**config.mk**
```make
export PLATFORM = sky130hd
export DESIGN_NAME = binary_line_buffer3
export DESIGN_NICKNAME = d
export VERILOG_FILES = /design/src/rtl/binary_line_buffer3.sv
export SDC_FILE = /design/constraint.sdc
export NUM_CORES = 1
export LEC_CHECK = 0
export ABC_AREA = 1
export CORE_AREA = 2 2 99 101
export CTS_CLUSTER_DIAMETER = 80
export DETAILED_ROUTE_END_ITERATION = 8
export DIE_AREA = 0 0 101 103
export PLACE_DENSITY_LB_ADDON = 0.1
export SKIP_CTS_REPAIR_TIMING = 1
export SLEW_MARGIN = 20
export SYNTH_ARGS = -nofsm -noshare
export SYNTH_HDL_FRONTEND = slang
export SYNTH_SLANG_ARGS = --single-unit
```
**constraint.sdc**
```tcl
create_clock -name clk -period 2.9 [get_ports clk]
set_input_delay 0.29 -clock clk [delete_from_list [all_inputs] [get_ports clk]]
set_output_delay 0.29 -clock clk [all_outputs]
set_load 0.1 [all_outputs]
```
**src/rtl/binary_line_buffer3.sv**
```systemverilog
// binary_line_buffer3: turns a raster 1-bit pixel stream into three vertically aligned taps (rows r-2, r-1, r).
// Optional macro LINEBUF_ZERO_PAD_EN: taps start at row 0, and the missing rows above are padded with 0.
module binary_line_buffer3 #(
  parameter int IMG_WIDTH  = 28,
  parameter int IMG_HEIGHT = 28
) (
  input  logic                          clk,
  input  logic                          reset,
  input  logic                          frameStart,
  input  logic                          pixelIn,
  input  logic                          pixelValid,
  output logic                          tapTop,
  output logic                          tapMid,
  output logic                          tapBot,
  output logic                          tapValid,
  output logic [$clog2(IMG_WIDTH)-1:0]  tapCol,
  output logic [$clog2(IMG_HEIGHT)-1:0] tapRow,
  output logic                          frameDone
);

  localparam int COL_W = $clog2(IMG_WIDTH);
  localparam int ROW_W = $clog2(IMG_HEIGHT);
  localparam logic [COL_W-1:0] COL_LAST      = COL_W'(IMG_WIDTH - 1);
  localparam logic [ROW_W-1:0] ROW_LAST      = ROW_W'(IMG_HEIGHT - 1);
  localparam logic [ROW_W-1:0] ROW_FILL_LAST = ROW_W'(1);

  typedef enum logic [1:0] {IDLE, FILL, STREAM, DONE} state_t;

  state_t               r_state;
  state_t               w_state_next;
  logic [COL_W-1:0]     r_col;
  logic [ROW_W-1:0]     r_row;
  logic [IMG_WIDTH-1:0] r_line1;
  logic [IMG_WIDTH-1:0] r_line2;
  logic [IMG_WIDTH-1:0] w_line1_shift;
  logic [IMG_WIDTH-1:0] w_line2_shift;

  logic             w_start;
  logic             w_accept;
  logic             w_row_end;
  logic             w_last;
  logic             w_tap_valid;
  logic             w_frame_done;
  logic             w_top;
  logic             w_mid;
  logic [COL_W-1:0] w_col;
  logic [ROW_W-1:0] w_row;

  // A frameStart pixel is always (0,0) of a new frame, whatever state we are in.
  assign w_start   = pixelValid && frameStart;
  assign w_accept  = w_start || (pixelValid && (r_state == FILL || r_state == STREAM));
  assign w_col     = w_start ? '0 : r_col;
  assign w_row     = w_start ? '0 : r_row;
  assign w_row_end = (w_col == COL_LAST);
  assign w_last    = w_row_end && (w_row == ROW_LAST);

  // Delay chain: line1 holds the previous row, line2 the row before that; tails are the same column.
  assign w_line1_shift[0] = pixelIn;
  assign w_line2_shift[0] = r_line1[IMG_WIDTH-1];
  generate
    for (genvar gi = 1; gi < IMG_WIDTH; gi++) begin : g_chain
      assign w_line1_shift[gi] = r_line1[gi-1];
      assign w_line2_shift[gi] = r_line2[gi-1];
    end
  endgenerate

`ifdef LINEBUF_ZERO_PAD_EN
  assign w_tap_valid = w_accept;
  assign w_top       = (w_row < ROW_W'(2)) ? 1'b0 : r_line2[IMG_WIDTH-1];
  assign w_mid       = (w_row == '0) ? 1'b0 : r_line1[IMG_WIDTH-1];
`else
  assign w_tap_valid = w_accept && !w_start && (r_state == STREAM);
  assign w_top       = r_line2[IMG_WIDTH-1];
  assign w_mid       = r_line1[IMG_WIDTH-1];
`endif

  assign w_frame_done = w_accept && !w_start && (r_state == STREAM) && w_last;

  always_comb begin
    w_state_next = r_state;
    if (w_start) begin
      w_state_next = FILL;
    end else if (w_accept) begin
      if (r_state == FILL && w_row_end && w_row == ROW_FILL_LAST) begin
        w_state_next = STREAM;
      end else if (r_state == STREAM && w_last) begin
        w_state_next = DONE;
      end
    end
  end

  always_ff @(posedge clk) begin
    if (reset) begin
      r_state <= IDLE;
    end else begin
      r_state <= w_state_next;
    end
  end

  always_ff @(posedge clk) begin
    if (reset) begin
      r_col     <= '0;
      r_row     <= '0;
      r_line1   <= '0;
      r_line2   <= '0;
      tapTop    <= 1'b0;
      tapMid    <= 1'b0;
      tapBot    <= 1'b0;
      tapValid  <= 1'b0;
      tapCol    <= '0;
      tapRow    <= '0;
      frameDone <= 1'b0;
    end else begin
      tapValid  <= w_tap_valid;
      frameDone <= w_frame_done;
      if (w_accept) begin
        r_line1 <= w_line1_shift;
        r_line2 <= w_line2_shift;
        tapTop  <= w_top;
        tapMid  <= w_mid;
        tapBot  <= pixelIn;
        tapCol  <= w_col;
        tapRow  <= w_row;
        if (w_row_end) begin
          r_col <= '0;
          r_row <= w_last ? '0 : w_row + ROW_W'(1);
        end else begin
          r_col <= w_col + COL_W'(1);
          r_row <= w_row;
        end
      end
    end
  end

endmodule

```
### Yosys cells after proc, flatten, opt, wreduce, memory -nomap -nowiden

Cells that the tools add are included.

| operators by class | value |
|---|---|
| multiplexer cells | 9 |
| eq/ne operators | 5 |
| add/sub/neg operators | 2 |
| reductions and logical operators | 18 |

Operators by type and width:

| kind | number |
|---|---|
| $mux 5 | 5 |
| $add 5x1->5 const B | 2 |
| $eq 5x5->1 const B | 2 |
| $logic_and 1x1->1 | 9 |
| $eq 5x1->1 const B | 1 |
| $mux 2 | 2 |
| $reduce_and 2->1 | 2 |
| $reduce_bool 2->1 | 2 |
| $reduce_bool 3->1 | 1 |
| $eq 2x1->1 const B | 1 |
| $eq 2x2->1 const B | 1 |
| $logic_or 1x1->1 | 2 |
| $mux 1 | 2 |
| $reduce_or 2->1 | 1 |
| $logic_not 1->1 | 1 |

| word-level totals | value |
|---|---|
| flip-flop bits (word level) | 83 |
| output and inout port bits | 15 |

### Depth between registers and ports, before layout

Gate-level depths: netlist (run 1).

| logic depth | value |
|---|---|
| depth after elaboration | 9 |
| depth in mapped cells | 12 |

### Worst setup path after synthesis (run 1)

OpenSTA, ideal clock, no wires.

| timing path | value |
|---|---|
| path type | input to register |
| start point | input pixelValid |
| end point | register r_state[0] |
| buffers on the path | 1 |
| arrival time | 1.438 ns |
| setup slack | 1.328 ns |
| library setup time | 0.134 ns |
| cell stages on the path | 12 |
| cell sequence | nand2_4 -> buf_6 -> nand2_1 -> inv_1 -> ha_1 -> nand3_2 -> nor2_8 -> nand3_1 -> nand2_1 -> nor2_1 -> nor2_1 -> a21oi_1 |

| between the ends | value |
|---|---|
| word-level cells in the longest chain between the ends | 8 |

RTL lines:

| element | RTL line | text |
|---|---|---|
| start, declared | 11 | `input logic pixelValid,` |
| $logic_and 1x1->1 * | 50 | `assign w_start = pixelValid && frameStart;` |
| $mux 5 * | 52 | `assign w_col = w_start ? '0 : r_col;` |
| via w_col[0] | 46 | `logic [COL_W-1:0] w_col;` |
| $eq 5x5->1 * | 54 | `assign w_row_end = (w_col == COL_LAST);` |
| $logic_and 1x1->1 (2 in series) | 84 | `if (r_state == FILL && w_row_end && w_row == ROW_FILL_LAST) begin` |
| $mux 2 | 84 |  |
| $mux 1 | 83 | `end else if (w_accept) begin` |
| $mux 1 | 81 | `if (w_start) begin` |
| end signal, assigned | 96 | `r_state <= w_state_next;` |
| end, declared | 29 | `state_t r_state;` |

The timed path passes the listed nets; every way through them passes the cells marked *. The select of a mux whose other input is x is not followed.
A chain may end at the register's enable or synchronous reset.

### Final worst setup path (run 1)

Same ends and word-level chain as after synthesis.

==> results of run 1 <==
-- tightest hold or removal path, delay by kind of cell (launching register included) --
family,cells,cell delay (ps)
AOI/OAI and AO/OA,1,50
and+or+nand+nor,1,60
DFF,1,310
-- layout make-up --
class	instances	area [um^2]	share of cell area, %
clock buffer	14	173	4.81
clock inverter	2	35.0	0.977
multi-input combinational	281	1330	37.0
sequential	81	1620	45.2
tap	114	143	3.98
inverter	22	85.1	2.37
timing repair buffer	24	203	5.65
-- power by group through the flow --
stage          Sequential, mW  Combinational (mW)  Clock, mW
2_1_floorplan            1.26               0.182          0
3_3_place_gp             1.24               0.241          0
3_5_place_dp             1.24               0.245          0
4_1_cts                  1.22               0.245      0.882
5_1_grt                  1.23               0.276      0.931
6_report                 1.22               0.241      0.841
-- flip-flops by register name, summed over array words and instances, names as in the netlist --
register,count
r_state,2
tapRow,5
r_line1,28
tapCol,5
tapTop,1
frameDone,1
r_col,5
tapValid,1
r_row,5
r_line2,28
-- cells in the final DEF (no fill, tap or decap), drive strengths merged, types with 3 or more instances in the layout --
| cell type | n |
|---|---|
| a21oi | 21 |
| buf | 20 |
| clkbuf | 14 |
| clkdlybuf4s50 | 4 |
| dfxtp | 81 |
| ha | 4 |
| inv | 22 |
| nand2 | 42 |
| nand3 | 13 |
| nand4 | 3 |
| nor2 | 128 |
| o21ai | 62 |
-- per-stage QoR --
step                      setup WS [ps]  hold WS [ps]
after floorplan                    1330           443
after detailed placement            594           453
after CTS                           923           465
final                               946           461
after global routing                699           489
after global placement              668           451
-- worst min-delay path by stage --
stage / cells past startpoint / slack (ps) / to
3_5_place_dp: 2 / 450 / tapRow[3]
5_1_grt: 2 / 490 / tapRow[2]
6_report: 2 / 460 / tapRow[1]
2_1_floorplan: 2 / 440 / r_col[2]
3_3_place_gp: 2 / 450 / tapRow[4]
4_1_cts: 2 / 470 / tapRow[3]
-- kinds of logic after synthesis --
kind of cell | count (synthesis) | synth area share [%]
DFF | 81 | 50.7
adders and majority gates | 4 | 1.57
buffers and inverters | 46 | 7.71
xor gates and xnor gates | 1 | 0.274
AOI/OAI and AO/OA | 86 | 13.9
and+or+nand+nor | 190 | 25.8
-- routing by layer --
metal	wire (um)	part of all wire [%]
met5	0	0
met4	121	2.0
met3	152	2.5
met2	2850	47
met1	2990	49
==> impl_metrics.env, run 1 <==
export IMPL_cp_cell_sequence="clkdlybuf4s50_1 -> nand2_4 -> inv_4 -> nor2_1 -> ha_1 -> nand3_2 -> nor2_8 -> nand4_1 -> nand2_1 -> nand2_1 -> nand2_1 -> a21oi_1"
export IMPL_grt_pass1_wl_mm=10.8
export IMPL_worst_setup_path_end_kind="flip-flop"
export IMPL_setup_viol=0
export IMPL_drv_slew=0
export IMPL_cp_num_cells=12
export IMPL_p_comb_share_pct=10.5
export IMPL_cp_top_family="simple AND/OR/NAND/NOR gates"
export IMPL_yosysMostFrequentCell="nor2_1"
export IMPL_p_seq_share_pct=52.9
export IMPL_startpoint_type="primary input"
export IMPL_synthArstFlopShare_pct=0
export IMPL_p_int_mw=1.73
export IMPL_synth_edf_count=0
export IMPL_worstRegToRegCells=10
export IMPL_startpoint="pixelValid"
export IMPL_drt_iter0_drc=71
export IMPL_routed_wirelength_mm=6.11
export IMPL_r2r_start="r_state[0]"
export IMPL_layout_min_cycle_time_ps=1950
export IMPL_io_buffers=19
export IMPL_power_mw=2.30
export IMPL_dieHeight_um=103
export IMPL_ys_flop_type="dfxtp_1"
export IMPL_grt_busiest_layer="met2"
export IMPL_worstPathArrival_ps=2190
export IMPL_synth_fp_nets=417
export IMPL_dpl_hpwl_mm=3.74
export IMPL_fp_row_count=36
export IMPL_drv_cap=0
export IMPL_outcome="finished clean"
export IMPL_nFillCells=1021
export IMPL_antenna_found_initial=0
export IMPL_r2r_end="r_row[2]"
export IMPL_worst_path_max_fanout=14
export IMPL_cp_slowest_stage_delay_ps=470
export IMPL_htree_levels=3
export IMPL_layout_nets=428
export IMPL_ir_drop_v=0.000266
export IMPL_coreArea_um2=9460
export IMPL_final_layout_size_suffix_gt1_share_pct=11.6
export IMPL_ys_seq_elements=81
export IMPL_grt_met1_usage_pct=15.5
export IMPL_stdcell_area_um2=3590
export IMPL_yosysWarnings=0
export IMPL_met2_usage_pct=21.9
export IMPL_initial_core_util_pct=33.8
export IMPL_cts_buffers=9
export IMPL_placed_cell_area_um2=3380
export IMPL_cts_sinks=81
export IMPL_fin_skew_ps=6.86
export IMPL_r2r_slack_ps=970
export IMPL_yosys_area_top_type_share_pct=50.7
export IMPL_synth_lib_cells_used_distinct=29
export IMPL_clk_pin_slew_ps=70
export IMPL_place_inst=522
export IMPL_pwr_density_cell_nw_per_um2=641
export IMPL_ios=20
export IMPL_met3_usage_pct=3.05
export IMPL_cp_slowest_cell="clkdlybuf4s50_1"
export IMPL_die_w_um=101
export IMPL_p_leak_nw=1.46
export IMPL_wl_per_cell_um=11.4
export IMPL_clkPwrFrac_pct=36.6
export IMPL_tightest_slew_ps=447
export IMPL_fmax_ghz=0.512
export IMPL_clock_latency_ps=350
export IMPL_finalNonFillerCells=538
export IMPL_synthTopCellsByArea="dfxtp_1 51%, nor2_1 14%, o21ai_0 7.8%, nand2_1 4.6%, a21oi_1 3.3%"
export IMPL_setup_tns_ps=0
export IMPL_critPathRequiredTime_ps=3130
export IMPL_grt_pass1_vias=2375
export IMPL_hold_class="flip-flop to flip-flop"
export IMPL_antenna_cells=0
export IMPL_grtUsageTotal_pct=13.2
export IMPL_slew_headroom_pct=70.2
export IMPL_cp_endpoint="r_state[0]"
export IMPL_syn_area_per_cell_um2=7.83
export IMPL_path_class="primary input to flip-flop"
export IMPL_cp_common_cell="nand2_1"
export IMPL_clockBufferDepth=2
export IMPL_synthCells=408
export IMPL_switchingPower_mw=0.568
export IMPL_cp_num_buf_inv=2
export IMPL_min_delay_start="tapRow[1]"
export IMPL_rsz0062_at_grt="false"
export IMPL_antenna_left=0
export IMPL_tritoncts="done"
export IMPL_die_area_um2=10400
export IMPL_gr_total_overflow=0
export IMPL_firstDrtPassIters=4
export IMPL_grt_max_degree=77
export IMPL_synth_top_cells_by_count="123 x nor2_1, 81 x dfxtp_1, 50 x o21ai_0"
export IMPL_cts_root_buf="clkbuf_8"
export IMPL_drc=0
export IMPL_via_count=2513
export IMPL_yosys_area_top_type="dfxtp_1"
export IMPL_syn_area_um2=3200
export IMPL_ys_seq_area_share_pct=50.7
export IMPL_area_growth_pct=12.3
export IMPL_fin_crit_sh_pct=67.4
export IMPL_utilization_pct=37.9
export IMPL_final_hold_viol_count=0
export IMPL_routabilityCongestion=0.761
export IMPL_switching_share_pct=24.7
export IMPL_viasPerCell=4.67
No activity file was read; power rests on OpenSTA's default activity.
==> inputs of run 2 (changes only) <==
==> constraint.sdc (replaced) <==
create_clock -name clk -period 1.9 [get_ports clk]
set_input_delay 0.19 -clock clk [delete_from_list [all_inputs] [get_ports clk]]
set_output_delay 0.19 -clock clk [all_outputs]
set_load 0.1 [all_outputs]
==> run 2 against run 1 <==
Worst setup slack lost 740 ps. Combinational power grew 67%. Clock power grew 62%. Sequential cell count is the same. Non-clock buffer count grew 18. Via count grew 3.1%. Core utilization grew 1.7 points. First-iteration DRC count grew 23%. Count of clock-buffer cells in the layout shrank 2. Clock skew grew 4.4 ps.
==> impl_metrics.env, run 2 (synthesized netlist as in run 1, its figures left out) <==
export IMPL_outcome="finished clean"
export IMPL_area_growth_pct=17.3
export IMPL_p_seq_share_pct=51.2
export IMPL_dieHeight_um=103
export IMPL_cts_sinks=81
export IMPL_htree_levels=3
export IMPL_antenna_cells=0
export IMPL_final_cell_mix="123 x nor2_1, 81 x dfxtp_1, 50 x o21ai_0"
export IMPL_hold_class="flip-flop to flip-flop"
export IMPL_ios=20
export IMPL_utilization_pct=39.6
export IMPL_fp_row_count=36
export IMPL_layout_nets=446
export IMPL_switchingPower_mw=0.899
export IMPL_die_w_um=101
export IMPL_die_area_um2=10400
export IMPL_drv_cap=0
export IMPL_worst_setup_path_end_kind="flip-flop"
export IMPL_holdWs_ps=459
export IMPL_layout_min_cycle_time_ps=1700
export IMPL_p_comb_share_pct=11.1
export IMPL_drt_iter0_drc=87
export IMPL_antenna_left=0
export IMPL_antenna_found_initial=0
export IMPL_slew_headroom_pct=81.1
export IMPL_worst_path_max_fanout=8
export IMPL_gr_total_overflow=0
export IMPL_top_regs="r_line1 x28, r_line2 x28"
export IMPL_routabilityCongestion=0.799
export IMPL_drv_slew=0
export IMPL_finalNonFillerCells=555
export IMPL_io_buffers=19
export IMPL_grtUsageTotal_pct=13.8
export IMPL_via_count=2592
export IMPL_grt_pass1_vias=2462
export IMPL_tightest_slew_ps=286
export IMPL_clk_pin_slew_ps=80
export IMPL_viasPerCell=4.67
export IMPL_setup_viol=0
export IMPL_coreArea_um2=9460
export IMPL_grt_pass1_wl_mm=11.5
export IMPL_p_int_mw=2.72
export IMPL_wl_per_cell_um=11.3
export IMPL_drc=0
export IMPL_place_inst=540
export IMPL_cts_root_buf="clkbuf_8"
export IMPL_startpoint_type="flip-flop"
export IMPL_ir_drop_v=0.000405
export IMPL_dpl_hpwl_mm=4.08
export IMPL_pwr_density_cell_nw_per_um2=966
export IMPL_initial_core_util_pct=33.8
export IMPL_rsz0062_at_grt="false"
export IMPL_fin_skew_ps=11.2
export IMPL_fmax_ghz=0.590
export IMPL_fin_crit_sh_pct=89.2
export IMPL_clkPwrFrac_pct=37.7
export IMPL_clockBufferDepth=2
export IMPL_p_leak_nw=1.56
export IMPL_critPathRequiredTime_ps=2180
export IMPL_tritoncts="done"
export IMPL_path_class="flip-flop to flip-flop"
export IMPL_final_hold_viol_count=0
export IMPL_switching_share_pct=24.8
export IMPL_layout_commonest_cell="nor2_1"
export IMPL_cts_buffers=9
export IMPL_grt_max_degree=42
export IMPL_final_layout_size_suffix_gt1_share_pct=15.0
export IMPL_routed_wirelength_mm=6.28
export IMPL_worstPathArrival_ps=1970
export IMPL_clock_latency_ps=340
export IMPL_firstDrtPassIters=6
[run 2: cell types whose count changed in the layout (fill, tap and decap cells not counted), sizes merged]
cell,delta
buf,+18
clkbuf,-2
bufinv,+1
[run 2: power by group through the flow]
| stage | clock network (mW) | registers, mW | logic [mW] |
|---|---|---|---|
| detailed placement | 0 | 1.89 | 0.410 |
| finish | 1.36 | 1.85 | 0.403 |
| global route | 1.50 | 1.87 | 0.469 |
| global placement | 0 | 1.89 | 0.409 |
| floorplan | 0 | 1.93 | 0.278 |
| CTS | 1.42 | 1.86 | 0.411 |
[run 2: worst paths after layout]
path                            startpoint         to  slack (ps)  depth (start not counted)
worst max-delay path            r_state[0]   r_row[3]         200                          9
worst min-delay path             tapCol[2]  tapCol[2]         460                          2
worst max register to register  r_state[0]   r_row[3]         200                          9
worst min register to register   tapCol[2]  tapCol[2]         460                          2
[run 2: critical path: stages, from the launching register on]
cell,delay (ps)
dfxtp_1,360
inv_1,50
ha_1,360
nor2_8,210
nor2_8,70
inv_2,170
nand2_1,80
inv_1,90
nand3_1,90
a21oi_1,120
[run 2: metrics by stage]
stage	power, mW	TNS, ps	setup slack (ps)	instance area [um^2]
3_3_place_gp	2.30	-96.3	-32.5	3540
6_report	3.62	0	204	3750
5_1_grt	3.84	0	22.0	3750
3_5_place_dp	2.30	-712	-115	3540
2_1_floorplan	2.20	0	388	3200
4_1_cts	3.69	0	169	3750
[run 2: routing by layer]
metal	GRT usage [%]	share of wire, %	up-vias	wire (um)
met3	2.64	2.4	11	152
li1	-	-	1363	-
met2	22.1	45	27	2820
met5	0	0	-	0
met4	6.24	2.0	0	125
met1	18.1	51	1191	3180
[run 2: area by class of cell]
type | count | area [um^2]
timing repair buffer | 42 | 363
fill | 998 | 5710
clock inverter | 3 | 65.1
sequential | 81 | 1620
clock buffer | 12 | 145
tap | 114 | 143
inverter | 22 | 85.1
multi-input combinational | 281 | 1330
